<file path="src/rtl/pifo_gpfc_pkg.sv">
// Shared definitions for the PIFO calendar / GPFC controller: element layout
// and controller FSM state encoding.
package pifo_gpfc_pkg;

  localparam int ELEMENT_WIDTH = 40;

  localparam int VALID_BIT     = 39;
  localparam int OVERFLOW_BIT  = 38;
  localparam int PIFO_RANK_LSB = 21;
  localparam int PIFO_RANK_W   = 17;
  localparam int GPFC_COS_LSB  = 18;
  localparam int GPFC_COS_W    = 3;
  localparam int GPFC_RANK_LSB = 12;
  localparam int GPFC_RANK_W   = 6;
  localparam int ADDRESS_LSB   = 0;
  localparam int ADDRESS_W     = 12;

  typedef enum logic [0:0] {
    ST_RUN   = 1'b0,
    ST_FLUSH = 1'b1
  } ctrl_state_e;

endpackage

</file>
<file path="src/rtl/pifo_occupancy_counter.sv">
// Occupancy tracking and enqueue/dequeue fire decisions for the PIFO array.
// While flushing, a pop fires every cycle the array is non-empty.
module pifo_occupancy_counter
  import pifo_gpfc_pkg::*;
#(
  parameter int DEPTH     = 16,
  parameter int CNT_WIDTH = $clog2(DEPTH + 1)
) (
  input  logic                 clk,
  input  logic                 rst,
  input  logic                 enq_valid,
  input  logic                 deq_req,
  input  logic                 flushing,
  output logic                 enq_fire,
  output logic                 deq_fire,
  output logic                 enq_ready,
  output logic [CNT_WIDTH-1:0] count,
  output logic                 full,
  output logic                 empty
);

  localparam logic [CNT_WIDTH-1:0] DEPTH_C = CNT_WIDTH'(DEPTH);
  localparam logic [CNT_WIDTH-1:0] ONE_C   = CNT_WIDTH'(1);
  localparam logic [CNT_WIDTH-1:0] ZERO_C  = CNT_WIDTH'(0);

  logic [CNT_WIDTH-1:0] count_r;
  logic                 full_s;
  logic                 empty_s;
  logic                 enq_ready_s;
  logic                 enq_fire_s;
  logic                 deq_fire_s;

  assign full_s  = (count_r == DEPTH_C);
  assign empty_s = (count_r == ZERO_C);

  // Fire decisions; a pop in the same cycle frees the slot an enqueue needs.
  always_comb begin
    deq_fire_s  = 1'b0;
    enq_ready_s = 1'b0;
    if (flushing) begin
      deq_fire_s  = ~empty_s;
      enq_ready_s = 1'b0;
    end else begin
      deq_fire_s  = deq_req & ~empty_s;
      enq_ready_s = ~full_s | deq_fire_s;
    end
    if (rst) begin
      enq_ready_s = 1'b0;
    end else begin
      enq_ready_s = enq_ready_s;
    end
    enq_fire_s = enq_valid & enq_ready_s;
  end

  // Occupancy register, updated at the fire edge.
  always_ff @(posedge clk or posedge rst) begin
    if (rst) begin
      count_r <= ZERO_C;
    end else if (enq_fire_s && !deq_fire_s) begin
      count_r <= count_r + ONE_C;
    end else if (!enq_fire_s && deq_fire_s) begin
      count_r <= count_r - ONE_C;
    end else begin
      count_r <= count_r;
    end
  end

  assign enq_fire  = enq_fire_s;
  assign deq_fire  = deq_fire_s;
  assign enq_ready = enq_ready_s;
  assign count     = count_r;
  assign full      = full_s;
  assign empty     = empty_s;

endmodule

</file>
<file path="src/rtl/pifo_calendar_gpfc_ctrl.sv">
// Controller for a PIFO calendar array with GPFC fields: registered insert/pop
// strobes, popped-element capture and a flush mode that drains the array.
module pifo_calendar_gpfc_ctrl
  import pifo_gpfc_pkg::*;
#(
  parameter int DEPTH         = 16,
  parameter int ELEMENT_WIDTH = pifo_gpfc_pkg::ELEMENT_WIDTH,
  parameter int CNT_WIDTH     = $clog2(DEPTH + 1)
) (
  input  logic                     clk,
  input  logic                     rst,
  input  logic                     enq_valid,
  input  logic [ELEMENT_WIDTH-1:0] enq_data,
  output logic                     enq_ready,
  input  logic                     deq_req,
  output logic                     deq_valid,
  output logic [ELEMENT_WIDTH-1:0] deq_data,
  input  logic                     flush,
  input  logic [ELEMENT_WIDTH-1:0] head_element,
  output logic                     ctl_insert,
  output logic                     ctl_pop,
  output logic [ELEMENT_WIDTH-1:0] ctl_input,
  output logic                     global_overflow_bit,
  output logic [CNT_WIDTH-1:0]     count,
  output logic                     full,
  output logic                     empty,
  output logic                     busy
);

  localparam logic [ELEMENT_WIDTH-1:0] VALID_MASK_C = {1'b1, {(ELEMENT_WIDTH-1){1'b0}}};
  localparam logic [ELEMENT_WIDTH-1:0] ZERO_ELEM_C  = {ELEMENT_WIDTH{1'b0}};

  ctrl_state_e              state_r;
  ctrl_state_e              state_next_s;
  logic                     enq_fire_s;
  logic                     deq_fire_s;
  logic                     empty_s;
  logic                     ctl_insert_r;
  logic                     ctl_pop_r;
  logic                     pop_deliver_r;
  logic [ELEMENT_WIDTH-1:0] ctl_input_r;
  logic                     deq_valid_r;
  logic [ELEMENT_WIDTH-1:0] deq_data_r;
  logic                     global_overflow_r;

  pifo_occupancy_counter #(
    .DEPTH     (DEPTH),
    .CNT_WIDTH (CNT_WIDTH)
  ) u_occupancy (
    .clk       (clk),
    .rst       (rst),
    .enq_valid (enq_valid),
    .deq_req   (deq_req),
    .flushing  (state_r == ST_FLUSH),
    .enq_fire  (enq_fire_s),
    .deq_fire  (deq_fire_s),
    .enq_ready (enq_ready),
    .count     (count),
    .full      (full),
    .empty     (empty_s)
  );

  // Next state; leave FLUSH only once drained and the last pop has issued.
  always_comb begin
    state_next_s = state_r;
    case (state_r)
      ST_RUN: begin
        if (flush) begin
          state_next_s = ST_FLUSH;
        end else begin
          state_next_s = ST_RUN;
        end
      end
      ST_FLUSH: begin
        if (empty_s && !ctl_pop_r) begin
          state_next_s = ST_RUN;
        end else begin
          state_next_s = ST_FLUSH;
        end
      end
      default: state_next_s = ST_RUN;
    endcase
  end

  // State register.
  always_ff @(posedge clk or posedge rst) begin
    if (rst) begin
      state_r <= ST_RUN;
    end else begin
      state_r <= state_next_s;
    end
  end

  // Array strobes issue the cycle after the fire; flush pops are not delivered.
  always_ff @(posedge clk or posedge rst) begin
    if (rst) begin
      ctl_insert_r  <= 1'b0;
      ctl_pop_r     <= 1'b0;
      pop_deliver_r <= 1'b0;
      ctl_input_r   <= ZERO_ELEM_C;
    end else begin
      ctl_insert_r  <= enq_fire_s;
      ctl_pop_r     <= deq_fire_s;
      pop_deliver_r <= deq_fire_s & (state_r == ST_RUN);
      if (enq_fire_s) begin
        ctl_input_r <= enq_data | VALID_MASK_C;
      end else begin
        ctl_input_r <= ctl_input_r;
      end
    end
  end

  // Capture the head atom while the pop strobe is on the array.
  always_ff @(posedge clk or posedge rst) begin
    if (rst) begin
      deq_valid_r       <= 1'b0;
      deq_data_r        <= ZERO_ELEM_C;
      global_overflow_r <= 1'b0;
    end else begin
      deq_valid_r <= ctl_pop_r & pop_deliver_r;
      if (ctl_pop_r && pop_deliver_r) begin
        deq_data_r <= head_element;
      end else begin
        deq_data_r <= deq_data_r;
      end
      if (ctl_pop_r) begin
        global_overflow_r <= head_element[OVERFLOW_BIT];
      end else begin
        global_overflow_r <= global_overflow_r;
      end
    end
  end

  assign ctl_insert          = ctl_insert_r;
  assign ctl_pop             = ctl_pop_r;
  assign ctl_input           = ctl_input_r;
  assign deq_valid           = deq_valid_r;
  assign deq_data            = deq_data_r;
  assign global_overflow_bit = global_overflow_r;
  assign empty               = empty_s;
  assign busy                = (state_r == ST_FLUSH);

endmodule

</file>
<file path="config.mk">
export PLATFORM = sky130hd
export DESIGN_NAME = pifo_calendar_gpfc_ctrl
export DESIGN_NICKNAME = d
export VERILOG_FILES = /design/src/rtl/pifo_gpfc_pkg.sv /design/src/rtl/pifo_occupancy_counter.sv /design/src/rtl/pifo_calendar_gpfc_ctrl.sv
export SDC_FILE = /design/constraint.sdc
export NUM_CORES = 1
export LEC_CHECK = 0
export BUFFER_PORTS_ARGS = -buffer_cell sky130_fd_sc_hd__buf_2
export CAP_MARGIN = 30
export CORE_MARGIN = 8
export CORE_UTILIZATION = 45
export CTS_CLUSTER_SIZE = 24
export DETAILED_ROUTE_END_ITERATION = 6
export PLACE_DENSITY = 0.78
export SYNTH_ARGS = -nofsm -noshare
export SYNTH_HDL_FRONTEND = slang
export SYNTH_SLANG_ARGS = --single-unit
</file>
<file path="constraint.sdc">
create_clock -name clk -period 4.1 [get_ports clk]
set_input_delay 0.205 -clock clk [delete_from_list [all_inputs] [get_ports clk]]
set_output_delay 0.205 -clock clk [all_outputs]
set_load 0.1 [all_outputs]
</file>
==> flow_summary.json <==
{
  "status": "completed",
  "gp_congestion": 0.709,
  "cts.path.max_buffers": 2,
  "grt_max_degree": 42,
  "start_util_pct": 46.0,
  "crit_fanout": 7,
  "avgSynthCellArea_sq_um": 16.3,
  "die_area_sq_um": 11500,
  "diodes": 0,
  "max_slew_margin_pct": 52.3,
  "fin_tns_setup_ns": 0,
  "grt_use_total_pct": 14.7,
  "crit_path_top_delay_cell": "or4_1",
  "synth_edf_count": 0,
  "avgRoutedWirePerCell_um": 16.5,
  "cts-resized-gates": 0,
  "die_w_um": 107,
  "hold_viol_final": 0,
  "r2r.worst_path.cells": 8,
  "slew_viol_final": 0,
  "max_cap_violations": 0,
  "ys_async_sr_fraction_pct": 100,
  "ys_seq_area_share_pct": 60.9,
  "area_growth_pct": 32.4,
  "vias_per_cell": 4.75,
  "synth_area_leader_cell": "dfrtp_1",
  "worst_setup_path_end_kind": "flip-flop",
  "drc": 0,
  "crit_chain": "or3_4 -> o311a_4 -> ha_1 -> inv_1 -> ha_1 -> or4_1 -> o211ai_1 -> o211ai_1",
  "dp_hpwl_um": 6560,
  "rsz0062_at_grt": "no",
  "syn_nets": 320,
  "min_path_type": "primary input to flip-flop",
  "portBuffers": 176,
  "synth_flop_cell": "dfrtp_1",
  "path_clk_slew_ns": 0.10,
  "grt-ovfl-total": 0,
  "syn-cell-area_sq_um": 3740,
  "core_area_sq_um": 8130,
  "synth_cell_type_count": 28,
  "num-fill-cells": 661,
  "yosys.area.top_type_share_pct": 60.9,
  "ant_nets": 0,
  "max_stage_delay_ns": 0.52,
  "h-tree-depth": 3,
  "worstMarginPinSlew_ns": 0.716,
  "crit_family": "simple AND/OR/NAND/NOR gates",
  "finalCritPeriodShare_pct": 70.2,
  "fin_skew_ns": 0.00957,
  "timing.rr.end": "u_occupancy.count[4]",
  "grt_pass1_vias": 2662,
  "via_count": 2483,
  "drive_gt1_share_pct": 67.7,
  "startpoint_type": "flip-flop",
  "ios": 178,
  "holdCritStartpoint": "head_element[7]",
  "design_area_sq_um": 4950,
  "clk_latency_ns": 0.35,
  "worst-setup-path-type": "flip-flop to flip-flop",
  "cts_sinks": 91,
  "placed_cell_area_sq_um": 4740,
  "arrival_ns": 3.10,
  "final_nets": 503,
  "setup_viol": 0,
  "post_cts_buffers": 0,
  "period_needed_ns": 2.88,
  "ys_ff_latch": 91,
  "ys_top_cells_by_area": "dfrtp_1 61%, mux2_4 15%, mux2_2 13%",
  "yosys_warnings": 0,
  "rows": 33,
  "initialDrtViolationCount": 86,
  "fmax_ghz": 0.348,
  "rr_startpoint": "u_occupancy.count[1]",
  "numCtsBuffers": 9,
  "critPathRequiredTime_ns": 4.32,
  "drtPass1Iterations": 4,
  "wirelength_um": 8610,
  "r2r_slack_ns": 1.22,
  "whs_path_depth": 2,
  "grt_pass1_wl_um": 13400,
  "min_to": "deq_data[7]",
  "antenna_found_initial": 0,
  "clock-root-buffer": "clkbuf_8",
  "synthCells": 230,
  "tritoncts": "built",
  "path_buf_inv": 1,
  "die_h_um": 107
}
==> registers in the layout, indices dropped and copies added, names as in the netlist <==
name and count:
busy 1, ctl_input 40, ctl_insert 1, ctl_pop 1, deq_data 40, deq_valid 1, global_overflow_bit 1, pop_deliver_r 1
u_occupancy.count 5
==> cells in the mapped netlist, types with 3 or more instances <==
master,number
mux2_4,38
nor2_1,5
inv_1,5
buf_6,4
ha_1,4
buf_1,5
nand2_1,3
a21oi_1,4
nor3b_1,3
nand3_1,3
dfrtp_1,91
mux2_2,43
==> how the worst max path moves through the flow <==
stage | from | to | slack [ns] | cells after the start
CTS | u_occupancy.count[1] | u_occupancy.count[4] | 1.21 | 8
detailed placement | u_occupancy.count[1] | u_occupancy.count[4] | 1.26 | 8
global route | u_occupancy.count[1] | u_occupancy.count[4] | 1.13 | 9
floorplan | u_occupancy.count[1] | u_occupancy.count[4] | 0.23 | 9
global placement | u_occupancy.count[1] | u_occupancy.count[4] | 1.32 | 8
finish | u_occupancy.count[1] | u_occupancy.count[4] | 1.22 | 8
==> final cells by class <==
type / count / area, sq um / area share [%]
Sequential cell: 91 / 2280 / 46.0
Multi-Input combinational cell: 125 / 1390 / 28.1
Timing Repair Buffer: 181 / 933 / 18.8
Tap cell: 105 / 131 / 2.65
Clock buffer: 9 / 124 / 2.50
Clock inverter: 7 / 73.8 / 1.49
Inverter: 5 / 20.0 / 0.404
==> per-layer routing <==
metal	GRT usage [%]	share of wire, %	vias up
met5	0	0	-
met4	6.03	1.5	0
met3	6.18	11	11
met2	22.5	46	112
met1	17.8	42	1187
li1	-	-	1173
==> cell families after synthesis <==
logic type,synth area share (%)
adders and majority gates,1.87
muxes,28.5
xor gates and xnor gates,0.468
AOI/OAI and AO/OA,2.47
DFF,60.9
buffers and inverters,2.21
and+or+nand+nor,3.65
==> placed cells by master, fill, tap and decap left out, types with 2 or more instances in the layout <==
cell type / Yosys / routed
a21oi_1: 4 / 4
inv_6: 0 / 3
ha_1: 4 / 4
dfrtp_1: 91 / 91
nor2_1: 5 / 5
clkinv_2: 0 / 3
or2_2: 2 / 2
mux2_4: 38 / 38
o211ai_1: 2 / 2
buf_4: 0 / 3
o21ai_0: 2 / 2
buf_2: 0 / 176
xnor2_1: 2 / 2
inv_1: 5 / 4
or4_1: 2 / 2
mux2_2: 43 / 43
clkbuf_8: 0 / 9
nand2_1: 3 / 3
nand3_1: 3 / 3
nor3b_1: 3 / 3
==> per-stage QoR <==
stage | std cells | setup slack [ns] | utilization (%) | hold WS [ns]
after floorplan | 230 | 0.227 | - | 0.341
after global placement | 505 | 1.32 | 58.1 | 0.436
after detailed placement | 506 | 1.26 | 58.3 | 0.251
after CTS | 523 | 1.21 | 60.9 | 0.0576
after global routing | 523 | 1.13 | 60.9 | 0.0528
final | 523 | 1.22 | 60.9 | 0.0784
==> repair_timing <==
action	4_1_cts	5_1_grt
hold endpoints to repair	27	0
endpoints found under the setup margin	0	0
hold buffers	1	0
Power is not shown: default switching activity piles up to over one toggle a cycle in this logic, so the estimate is an artifact.
